### src/rtl/tcp_pkg.sv
// rtl/tcp_pkg.sv - shared types for the TCP slow-path TX engine
package tcp_pkg;

    typedef enum logic [3:0] {
        ST_IDLE,
        ST_RD_STATE,
        ST_TUPLE_REQ,
        ST_TUPLE_RESP,
        ST_CALC,
        ST_PKT_OUT,
        ST_NEXT,
        ST_WRITEBACK,
        ST_SCHED_UPDATE
    } tcp_tx_burst_state_e;

    localparam int unsigned NUM_RD_CH = 3;

endpackage

### src/rtl/tcp_tx_rd_tracker.sv
// rtl/tcp_tx_rd_tracker.sv - request/response completion tracker for one state-read channel
module tcp_tx_rd_tracker (
    input  logic clk,
    input  logic rst,
    input  logic start,
    input  logic en,
    output logic req_val,
    input  logic req_rdy,
    input  logic resp_val,
    output logic resp_rdy,
    output logic store,
    output logic done
);

    logic req_done_q, req_done_d;
    logic resp_done_q, resp_done_d;

    always_ff @(posedge clk) begin
        if (rst) begin
            req_done_q  <= 1'b0;
            resp_done_q <= 1'b0;
        end else begin
            req_done_q  <= req_done_d;
            resp_done_q <= resp_done_d;
        end
    end

    // resp_rdy waits on the registered req_done, so a response never lands with its own request
    always_comb begin
        req_val     = en & ~req_done_q;
        resp_rdy    = en & req_done_q & ~resp_done_q;
        store       = resp_val & resp_rdy;
        done        = resp_done_q | store;
        req_done_d  = req_done_q | (req_val & req_rdy);
        resp_done_d = resp_done_q | store;
        if (start) begin
            req_done_d  = 1'b0;
            resp_done_d = 1'b0;
        end
    end

endmodule

### src/rtl/tcp_tx_burst_ctrl.sv
// rtl/tcp_tx_burst_ctrl.sv - per-grant burst control FSM of the TCP slow-path TX engine
module tcp_tx_burst_ctrl
    import tcp_pkg::*;
#(
    parameter int FLOWID_W  = 8,
    parameter int MAX_BURST = 4,
    parameter int BURST_W   = $clog2(MAX_BURST + 1)
) (
    input  logic                clk,
    input  logic                rst,
    input  logic                sched_tx_req_val,
    output logic                sched_tx_req_rdy,
    input  logic [FLOWID_W-1:0] sched_tx_req_flowid,
    output logic                sched_tx_update_val,
    input  logic                sched_tx_update_rdy,
    output logic [FLOWID_W-1:0] sched_tx_update_flowid,
    output logic                sched_tx_update_more,
    output logic [BURST_W-1:0]  sched_tx_update_pkts,
    output logic                curr_tx_state_rd_req_val,
    input  logic                curr_tx_state_rd_req_rdy,
    input  logic                curr_tx_state_rd_resp_val,
    output logic                curr_tx_state_rd_resp_rdy,
    output logic                rx_state_rd_req_val,
    input  logic                rx_state_rd_req_rdy,
    input  logic                rx_state_rd_resp_val,
    output logic                rx_state_rd_resp_rdy,
    output logic                tail_ptr_rd_req_val,
    input  logic                tail_ptr_rd_req_rdy,
    input  logic                tail_ptr_rd_resp_val,
    output logic                tail_ptr_rd_resp_rdy,
    output logic                tuple_rd_req_val,
    input  logic                tuple_rd_req_rdy,
    input  logic                tuple_rd_resp_val,
    output logic                tuple_rd_resp_rdy,
    output logic [FLOWID_W-1:0] rd_req_flowid,
    output logic                next_tx_state_wr_req_val,
    input  logic                next_tx_state_wr_req_rdy,
    output logic                ctrl_datap_store_curr,
    output logic                ctrl_datap_store_rx,
    output logic                ctrl_datap_store_tail,
    output logic                ctrl_datap_store_tuple,
    output logic                ctrl_datap_store_calc,
    output logic                ctrl_datap_adv,
    input  logic                datap_ctrl_produce_pkt,
    input  logic                datap_ctrl_more_pkt,
    output logic                tx_pkt_val,
    input  logic                tx_pkt_rdy,
    output logic [31:0]         stat_pkts_sent,
    output logic                busy
);

    tcp_tx_burst_state_e state_q, state_d;
    logic [FLOWID_W-1:0]  flowid_q, flowid_d;
    logic [BURST_W-1:0]   count_q, count_d;
    logic                 sent_q, sent_d;
    logic                 more_q, more_d;
    logic                 more_out_q, more_out_d;
    logic [31:0]          stat_q, stat_d;
    logic                 start, rd_en;
    logic [NUM_RD_CH-1:0] ch_done;

    // decoded from state rather than sched_tx_req_rdy to keep the trackers out of a comb loop
    assign start = (state_q == ST_IDLE) & sched_tx_req_val;
    assign rd_en = (state_q == ST_RD_STATE);

    tcp_tx_rd_tracker u_trk_curr (
        .clk(clk), .rst(rst), .start(start), .en(rd_en),
        .req_val(curr_tx_state_rd_req_val), .req_rdy(curr_tx_state_rd_req_rdy),
        .resp_val(curr_tx_state_rd_resp_val), .resp_rdy(curr_tx_state_rd_resp_rdy),
        .store(ctrl_datap_store_curr), .done(ch_done[0])
    );

    tcp_tx_rd_tracker u_trk_rx (
        .clk(clk), .rst(rst), .start(start), .en(rd_en),
        .req_val(rx_state_rd_req_val), .req_rdy(rx_state_rd_req_rdy),
        .resp_val(rx_state_rd_resp_val), .resp_rdy(rx_state_rd_resp_rdy),
        .store(ctrl_datap_store_rx), .done(ch_done[1])
    );

    tcp_tx_rd_tracker u_trk_tail (
        .clk(clk), .rst(rst), .start(start), .en(rd_en),
        .req_val(tail_ptr_rd_req_val), .req_rdy(tail_ptr_rd_req_rdy),
        .resp_val(tail_ptr_rd_resp_val), .resp_rdy(tail_ptr_rd_resp_rdy),
        .store(ctrl_datap_store_tail), .done(ch_done[2])
    );

    always_ff @(posedge clk) begin
        if (rst) begin
            state_q    <= ST_IDLE;
            flowid_q   <= '0;
            count_q    <= '0;
            sent_q     <= 1'b0;
            more_q     <= 1'b0;
            more_out_q <= 1'b0;
            stat_q     <= '0;
        end else begin
            state_q    <= state_d;
            flowid_q   <= flowid_d;
            count_q    <= count_d;
            sent_q     <= sent_d;
            more_q     <= more_d;
            more_out_q <= more_out_d;
            stat_q     <= stat_d;
        end
    end

    always_comb begin
        state_d                  = state_q;
        flowid_d                 = flowid_q;
        count_d                  = count_q;
        sent_d                   = sent_q;
        more_d                   = more_q;
        more_out_d               = more_out_q;
        stat_d                   = stat_q;
        sched_tx_req_rdy         = 1'b0;
        sched_tx_update_val      = 1'b0;
        tuple_rd_req_val         = 1'b0;
        tuple_rd_resp_rdy        = 1'b0;
        next_tx_state_wr_req_val = 1'b0;
        ctrl_datap_store_calc    = 1'b0;
        ctrl_datap_adv           = 1'b0;
        tx_pkt_val               = 1'b0;
        case (state_q)
            ST_IDLE: begin
                sched_tx_req_rdy = 1'b1;
                if (sched_tx_req_val) begin
                    flowid_d   = sched_tx_req_flowid;
                    count_d    = '0;
                    sent_d     = 1'b0;
                    more_d     = 1'b0;
                    more_out_d = 1'b0;
                    state_d    = ST_RD_STATE;
                end
            end
            ST_RD_STATE: begin
                if (&ch_done) state_d = ST_TUPLE_REQ;
            end
            ST_TUPLE_REQ: begin
                tuple_rd_req_val = 1'b1;
                if (tuple_rd_req_rdy) state_d = ST_TUPLE_RESP;
            end
            ST_TUPLE_RESP: begin
                tuple_rd_resp_rdy = 1'b1;
                if (tuple_rd_resp_val) state_d = ST_CALC;
            end
            ST_CALC: begin
                ctrl_datap_store_calc = 1'b1;
                state_d               = ST_PKT_OUT;
            end
            ST_PKT_OUT: begin
                tx_pkt_val = datap_ctrl_produce_pkt;
                if (!datap_ctrl_produce_pkt) begin
                    sent_d  = 1'b0;
                    state_d = ST_NEXT;
                end else if (tx_pkt_rdy) begin
                    count_d        = count_q + 1'b1;
                    stat_d         = stat_q + 32'd1;
                    ctrl_datap_adv = 1'b1;
                    more_d         = datap_ctrl_more_pkt;
                    sent_d         = 1'b1;
                    state_d        = ST_NEXT;
                end
            end
            ST_NEXT: begin
                // a capped burst still reports more so the scheduler regrants the flow
                more_out_d = sent_q & more_q;
                if (sent_q && more_q && (count_q < BURST_W'(MAX_BURST))) state_d = ST_CALC;
                else                                                    state_d = ST_WRITEBACK;
            end
            ST_WRITEBACK: begin
                next_tx_state_wr_req_val = 1'b1;
                if (next_tx_state_wr_req_rdy) state_d = ST_SCHED_UPDATE;
            end
            ST_SCHED_UPDATE: begin
                sched_tx_update_val = 1'b1;
                if (sched_tx_update_rdy) state_d = ST_IDLE;
            end
            default: state_d = ST_IDLE;
        endcase
    end

    assign ctrl_datap_store_tuple = tuple_rd_resp_val & tuple_rd_resp_rdy;
    assign rd_req_flowid          = flowid_q;
    assign sched_tx_update_flowid = flowid_q;
    assign sched_tx_update_more   = more_out_q;
    assign sched_tx_update_pkts   = count_q;
    assign stat_pkts_sent         = stat_q;
    assign busy                   = (state_q != ST_IDLE);

endmodule

### config.mk
export PLATFORM = sky130hd
export DESIGN_NAME = tcp_tx_burst_ctrl
export DESIGN_NICKNAME = d
export VERILOG_FILES = /design/src/rtl/tcp_pkg.sv /design/src/rtl/tcp_tx_rd_tracker.sv /design/src/rtl/tcp_tx_burst_ctrl.sv
export SDC_FILE = /design/constraint.sdc
export NUM_CORES = 1
export LEC_CHECK = 0
export CAP_MARGIN = 40
export CELL_PAD_IN_SITES_DETAIL_PLACEMENT = 1
export CELL_PAD_IN_SITES_GLOBAL_PLACEMENT = 2
export CORE_ASPECT_RATIO = 0.7
export CORE_MARGIN = 5
export CORE_UTILIZATION = 23
export DETAILED_ROUTE_END_ITERATION = 10
export PLACE_DENSITY_LB_ADDON = 0.25
export SYNTH_ARGS = -nofsm -noshare
export SYNTH_HDL_FRONTEND = slang
export SYNTH_SLANG_ARGS = --single-unit
### constraint.sdc
create_clock -name clk -period 1.75 [get_ports clk]
set_input_delay 0.175 -clock clk [delete_from_list [all_inputs] [get_ports clk]]
set_output_delay 0.175 -clock clk [all_outputs]
set_load 0.02 [all_outputs]
==> flow_summary_export.csv, run 1 <==
group,metric,value,unit
logic_synthesis,synthTopCellsByArea,"dfxtp_1 40%, a21oi_1 7.3%, or4_1 5.3%",
clock_network,h-tree-depth,2,
timing,holdWs,320,ps
power_and_ir_drop,netSwitchingPower,1.15,mW
timing,slew_viol_final,0,
critical_path,crit_start,"state_q[3]",
logic_synthesis,syn_nets,369,
detailed_routing,drtIter0Drc,84,
cells_and_area,seq_area,1180,um^2
detailed_routing,vias,3208,
critical_path,r2r-start,"state_q[3]",
critical_path,cpPeakStageDelay,500,ps
floorplanning,core,11900,um^2
logic_synthesis,syn_area,2820,um^2
run_status,violations,"negative setup slack",
power_and_ir_drop,p_comb_share,35.1,%
critical_path,critPathMaxFanout,18,
detailed_routing,wl,10900,um
critical_path,critPathRequiredTime,1960,ps
logic_synthesis,synth_top_cell_area_share,39.7,%
global_route,use_met2,23.8,%
power_and_ir_drop,internal_power,2.55,mW
power_and_ir_drop,pwr-share-clk,27.9,%
global_route,grtUsageMet3,4.40,%
timing,finalCritPeriodShare,107,%
power_and_ir_drop,p_seq_share,37.0,%
min_path,hold_path.startpoint,"rst",
min_path,hold-path-cell-count,2,
critical_path,path_buf_inv,3,
flow_run,maxCapViolations,0,
run_status,status,"finished, violations left",
global_route,overflow,0,
place,dpl.hpwl,8010,um
clock_network,cts_hold_buf,0,
global_route,met1_usage,19.7,%
detailed_routing,wl_per_cell,16.5,um
logic_synthesis,async_reset_ff_share,0,%
timing,slew_headroom,67.8,%
timing,rsz0062_at_grt,"yes",
clock_network,ctsRootBufferMaster,"clkbuf_16",
clock_network,clk_latency,290,ps
place,place_congestion,0.757,
critical_path,crit_slowest_cell,"or4_1",
clock_network,cts.clk_slew.worst_paths,70,ps
detailed_routing,ant_nets,0,
logic_synthesis,yosys_register_bits,56,
logic_synthesis,syn_inst,343,
timing,finalSetupViolCount,28,
floorplanning,die_h,103,um
floorplanning,io_pins,95,
critical_path,cp.depth,7,
cells_and_area,antenna_cells,0,
place,portBuffers,94,
critical_path,cp-end-kind,"flop",
logic_synthesis,synthFlopType,"dfxtp_1",
timing,timing.final.ws_setup,-126,ps
timing,fmax,533,MHz
floorplanning,initial_utilization,23.8,%
power_and_ir_drop,power,3.70,mW
timing,tightest_slew,483,ps
critical_path,r2r_cells,7,
floorplanning,row_count,33,
timing,finalHoldViolCount,0,
global_route,grt_most_used_layer,"met2",
global_route,grt_pass1_wl,17500,um
detailed_routing,drc,0,
global_route,grt_antenna_before_repair,0,
floorplanning,dieArea,14600,um^2
logic_synthesis,yosysSeqAreaShare,39.7,%
critical_path,worstSetupStartpointType,"flop",
power_and_ir_drop,ir_drop,0.428,mV
power_and_ir_drop,swShare,31.0,%
timing,finalClockSkew,3.37,ps
critical_path,arrival,2090,ps
logic_synthesis,synth_warnings,0,
clock_network,clockBufferDepth,2,
cells_and_area,multi_input_area,1730,um^2
min_path,hold_path_class,"primary input to flop",
clock_network,cts_inserted_buffers,5,
cells_and_area,nNetsFinal,530,
critical_path,path_common_cell,"buf_6",
global_route,grt_start_max_net_pins,25,
critical_path,crit_chain,"buf_6 -> nor4bb_4 -> buf_4 -> nand4_1 -> buf_6 -> or4_1 -> a21oi_1",
power_and_ir_drop,p_per_area,748,nW/um^2
global_route,first_global_vias,3450,
cells_and_area,drive_gt1_share,36.4,%
logic_synthesis,synth_edf_count,0,
detailed_routing,vias_per_cell,4.85,
detailed_routing,dr.pass1.iters,4,
global_route,grt_use_total,14.8,%
timing,period_minus_slack,1880,ps
clock_network,cts_tree,"yes",
cells_and_area,nFillCells,1382,
cells_and_area,area_growth,75.2,%
logic_synthesis,syn_avg_cell_area,8.23,um^2
power_and_ir_drop,p_leak,1.87,nW
critical_path,crit_type,"flop to flop",
floorplanning,die_x,142,um
logic_synthesis,ys_types,45,
clock_network,cts_sinks,56,
logic_synthesis,synth_area_leader_cell,"dfxtp_1",
critical_path,path_delay_family,"simple AND/OR/NAND/NOR gates",
-- area by class of cell --
type | instances | area share, %
Timing Repair Buffer | 188 | 33.6
Sequential cell | 56 | 23.9
Multi-Input combinational cell | 246 | 35.0
Inverter | 7 | 0.531
Tap cell | 157 | 3.97
Clock buffer | 8 | 2.96
-- timing repair --
item | CTS | global route
pin swaps | 8 | 5
resized for setup | 103 | 47
setup endpoints to repair | 61 | 59
buffers inserted | 9 | 10
-- synth_stat cells (all sizes together) (4+ instances only) --
cell type  count
nand4         16
nand3         17
o31ai         18
buf           18
nor3           7
inv            7
or4           20
dfxtp         56
mux2i          4
and2           4
nor2b          7
clkbuf        16
xor2           6
nor2          29
o21ai          8
or3            5
nand2         24
and4           5
nor3b          4
a21oi         41
-- sequential cells by signal, summed over array words and instances, names as in the netlist --
signal                  flops
stat_pkts_sent             32
rd_req_flowid               8
sched_tx_update_pkts        3
more_q                      1
u_trk_tail.req_done_q       1
u_trk_curr.resp_done_q      1
u_trk_curr.req_done_q       1
state_q                     4
u_trk_rx.req_done_q         1
u_trk_tail.resp_done_q      1
sent_q                      1
u_trk_rx.resp_done_q        1
sched_tx_update_more        1
-- power groups by stage --
stage | sequential [mW] | combinational [mW] | clock (mW)
4_1_cts | 1.37 | 1.17 | 1.08
2_1_floorplan | 1.41 | 0.488 | 0
5_1_grt | 1.38 | 1.40 | 1.14
6_report | 1.37 | 1.30 | 1.03
3_3_place_gp | 1.39 | 1.06 | 0
3_5_place_dp | 1.39 | 1.08 | 0
-- per-stage QoR --
step,cell area [um^2],setup TNS [ps],cells,setup WS (ps),util (%)
floorplan,2940,-850,343,-101,-
detailed placement,4450,-5770,636,-257,37.5
global route,4950,-5510,662,-224,41.7
global placement,4450,-4580,636,-244,37.5
CTS,4770,-2620,652,-164,40.2
finish,4950,-2290,662,-126,41.7
-- metal layers --
metal  up-vias  routed length, um
met5         -                  0
met4         0                 78
met3         6                598
met2        59               4900
met1      1565               5320
li1       1578                  -
-- cells in the final DEF, fill, tap and decap left out, drive strengths merged, types with 4 or more instances in the layout --
cell type      netlist  layout
a21oi               41      41
and2                 4       4
and4                 5       5
buf                 18     107
clkbuf              16      13
clkdlybuf4s50        0      74
dfxtp               56      56
inv                  7       7
mux2i                4       4
nand2               24      24
nand3               17      17
nand4               16      16
nor2                29      29
nor2b                7       7
nor3                 7       7
nor3b                4       4
o21ai                8       8
o31ai               18      18
or3                  5       5
or4                 20      20
xor2                 6       6
-- path summary, 6_finish.rpt --
kind	to	slack [ps]
worst max-delay path	stat_pkts_sent[12]	-130
worst min-delay path	stat_pkts_sent[4]	320
worst max register to register	stat_pkts_sent[12]	-130
worst min register to register	sched_tx_update_more	480
-- logic make-up after synthesis --
group                      Yosys count  synth area share (%)
muxes                                6                  2.22
AOI/OAI and AO/OA                   73                  15.3
and+or+nand+nor                    156                  32.1
DFF                                 56                  39.7
adders and majority gates            2                 0.886
buffers and inverters               41                  7.00
xor gates and xnor gates             9                  2.79
Power figures use the tool's default switching activity.
==> run 2, diff against run 1 <==
--- a/config.mk
+++ b/config.mk
@@ -12,7 +12,7 @@
 export CORE_MARGIN = 5
 export CORE_UTILIZATION = 23
 export DETAILED_ROUTE_END_ITERATION = 10
-export PLACE_DENSITY_LB_ADDON = 0.25
+export PLACE_DENSITY_LB_ADDON = 0.3
 export SYNTH_ARGS = -nofsm -noshare
 export SYNTH_HDL_FRONTEND = slang
 export SYNTH_SLANG_ARGS = --single-unit
==> run 2 against run 1 <==
  * Critical endpoint is now stat_pkts_sent[28]
  * The flow still finishes with violations (negative setup slack)
  * Clock power grew 4%
  * Core utilization is 2.7 points higher
  * First-iteration DRC count increased by 7.1%
  * Critical path type unchanged
  * Clock skew grew 7.0 ps
  * Combinational power barely moved
  * Routed wire length is 7.8% higher
  * Flip-flop and latch count did not move
  * Setup slack got worse by 63 ps
==> flow_summary_export.csv, run 2 (synthesized netlist as in run 1, its figures left out) <==
group,metric,value,unit
run_status,status,"finished, violations left",
run_status,violations,"negative setup slack",
cells_and_area,mostFrequentLayoutCell,"buf_4",
power_and_ir_drop,p_leak,1.99,nW
timing,finalHoldViolCount,0,
timing,rsz0062_at_grt,"yes",
critical_path,arrival,2180,ps
global_route,overflow,0,
detailed_routing,vias_per_cell,4.86,
critical_path,critPathMaxFanout,7,
clock_network,ctsRootBufferMaster,"clkbuf_16",
cells_and_area,final_cell_mix,"89 x buf_4, 74 x clkdlybuf4s50_1, 33 x dfxtp_1",
place,place_congestion,0.809,
timing,timing.final.ws_setup,-189,ps
cells_and_area,antenna_cells,0,
critical_path,critPathRequiredTime,1990,ps
clock_network,clk_latency,310,ps
timing,slew_viol_final,0,
global_route,grt_start_max_net_pins,34,
clock_network,cts_sinks,56,
clock_network,cts_tree,"yes",
floorplanning,row_count,33,
global_route,grt_use_total,15.4,%
power_and_ir_drop,p_per_area,714,nW/um^2
detailed_routing,wl_per_cell,17.4,um
place,post-place-ws,-303,ps
timing,period_minus_slack,1940,ps
floorplanning,core,11900,um^2
place,portBuffers,94,
critical_path,crit_chain,"nand4_1 -> or4_4 -> buf_12 -> or4_4 -> a21oi_2",
global_route,first_global_vias,3318,
detailed_routing,topRoutingLayerUsed,"met4",
place,dpl.hpwl,7870,um
floorplanning,die_x,142,um
detailed_routing,drc,0,
floorplanning,initial_utilization,23.8,%
timing,fmax,516,MHz
detailed_routing,dr.pass1.iters,4,
detailed_routing,drtIter0Drc,90,
detailed_routing,met1_length,5700,um
cells_and_area,post-route-cell-area,5270,um^2
clock_network,cts_inserted_buffers,5,
critical_path,path_common_cell,"or4_4",
clock_network,clockBufferDepth,2,
cells_and_area,area_growth,86.7,%
critical_path,path_buf_inv,1,
critical_path,cp-end-kind,"flop",
critical_path,cpPeakStageDelay,580,ps
detailed_routing,met2_length,5240,um
critical_path,path_delay_family,"simple AND/OR/NAND/NOR gates",
timing,tightest_slew,700,ps
global_route,grt_antenna_before_repair,0,
clock_network,cts.clk_slew.worst_paths,80,ps
global_route,grt_pass1_wl,17800,um
power_and_ir_drop,ir_drop,0.464,mV
floorplanning,io_pins,95,
critical_path,crit_type,"flop to flop",
cells_and_area,drive_gt1_share,42.6,%
timing,finalClockSkew,10.4,ps
cells_and_area,largest_reg_flops,32,
flow_run,maxCapViolations,0,
timing,finalCritPeriodShare,111,%
detailed_routing,vias,3279,
timing,slew_headroom,53.3,%
min_path,hold_path_class,"primary input to flop",
detailed_routing,wl,11700,um
clock_network,cts_hold_buf,0,
detailed_routing,ant_nets,0,
critical_path,worstSetupStartpointType,"flop",
cells_and_area,nNetsFinal,542,
floorplanning,dieArea,14600,um^2
place,placed_area,4440,um^2
clock_network,h-tree-depth,2,
timing,finalSetupViolCount,28,
floorplanning,die_h,103,um
timing,timing.setup.tns,-3570,ps
critical_path,crit_slowest_cell,"or4_4",
detailed_routing,wl_met3,625,um
run 2: repair_timing:
item	in CTS	in global routing
setup buffers	13	17
cloned	3	0
setup endpoints to repair	49	58
resized for setup	126	66
pin swaps	31	22
run 2: final cells by class:
class	instances	area [um^2]
multi-input combinational	246	1890
inverter	7	26.3
sequential	56	1190
timing repair buffer	200	1820
clock inverter	3	21.3
clock buffer	5	125
fill	1334	6580
tap	157	196
run 2: per-stage QoR:
stage               util [%]  hold slack (ps)  std cells  power, mW
floorplan                  -              316        343       1.90
global placement        37.4              456        634       2.43
detailed placement      37.4              476        634       2.44
CTS                     41.5              389        658       3.62
global route            44.5              423        674       3.94
finish                  44.5              408        674       3.76
run 2: path summary, 6_finish.rpt:
path	slack, ps	cells past startpoint	start	to
worst max-delay path	-190	5	stat_pkts_sent[10]	stat_pkts_sent[28]
worst min-delay path	410	2	rst	stat_pkts_sent[3]
worst max register to register	-190	5	stat_pkts_sent[10]	stat_pkts_sent[28]
worst min register to register	480	2	rd_req_flowid[0]	rd_req_flowid[0]
run 2: metal layers:
layer	GRT usage (%)	up-vias
met5	0	-
met4	5.19	0
met3	4.40	17
met2	23.3	68
met1	21.3	1588
li1	-	1606
run 2: power by group:
part	leakage, nW	switching, mW	internal (mW)	total, mW
Clock	0.0702	0.537	0.537	1.07
Combinational	1.45	0.658	0.669	1.33
Sequential	0.469	0.0526	1.31	1.36
Total	1.99	1.25	2.52	3.76
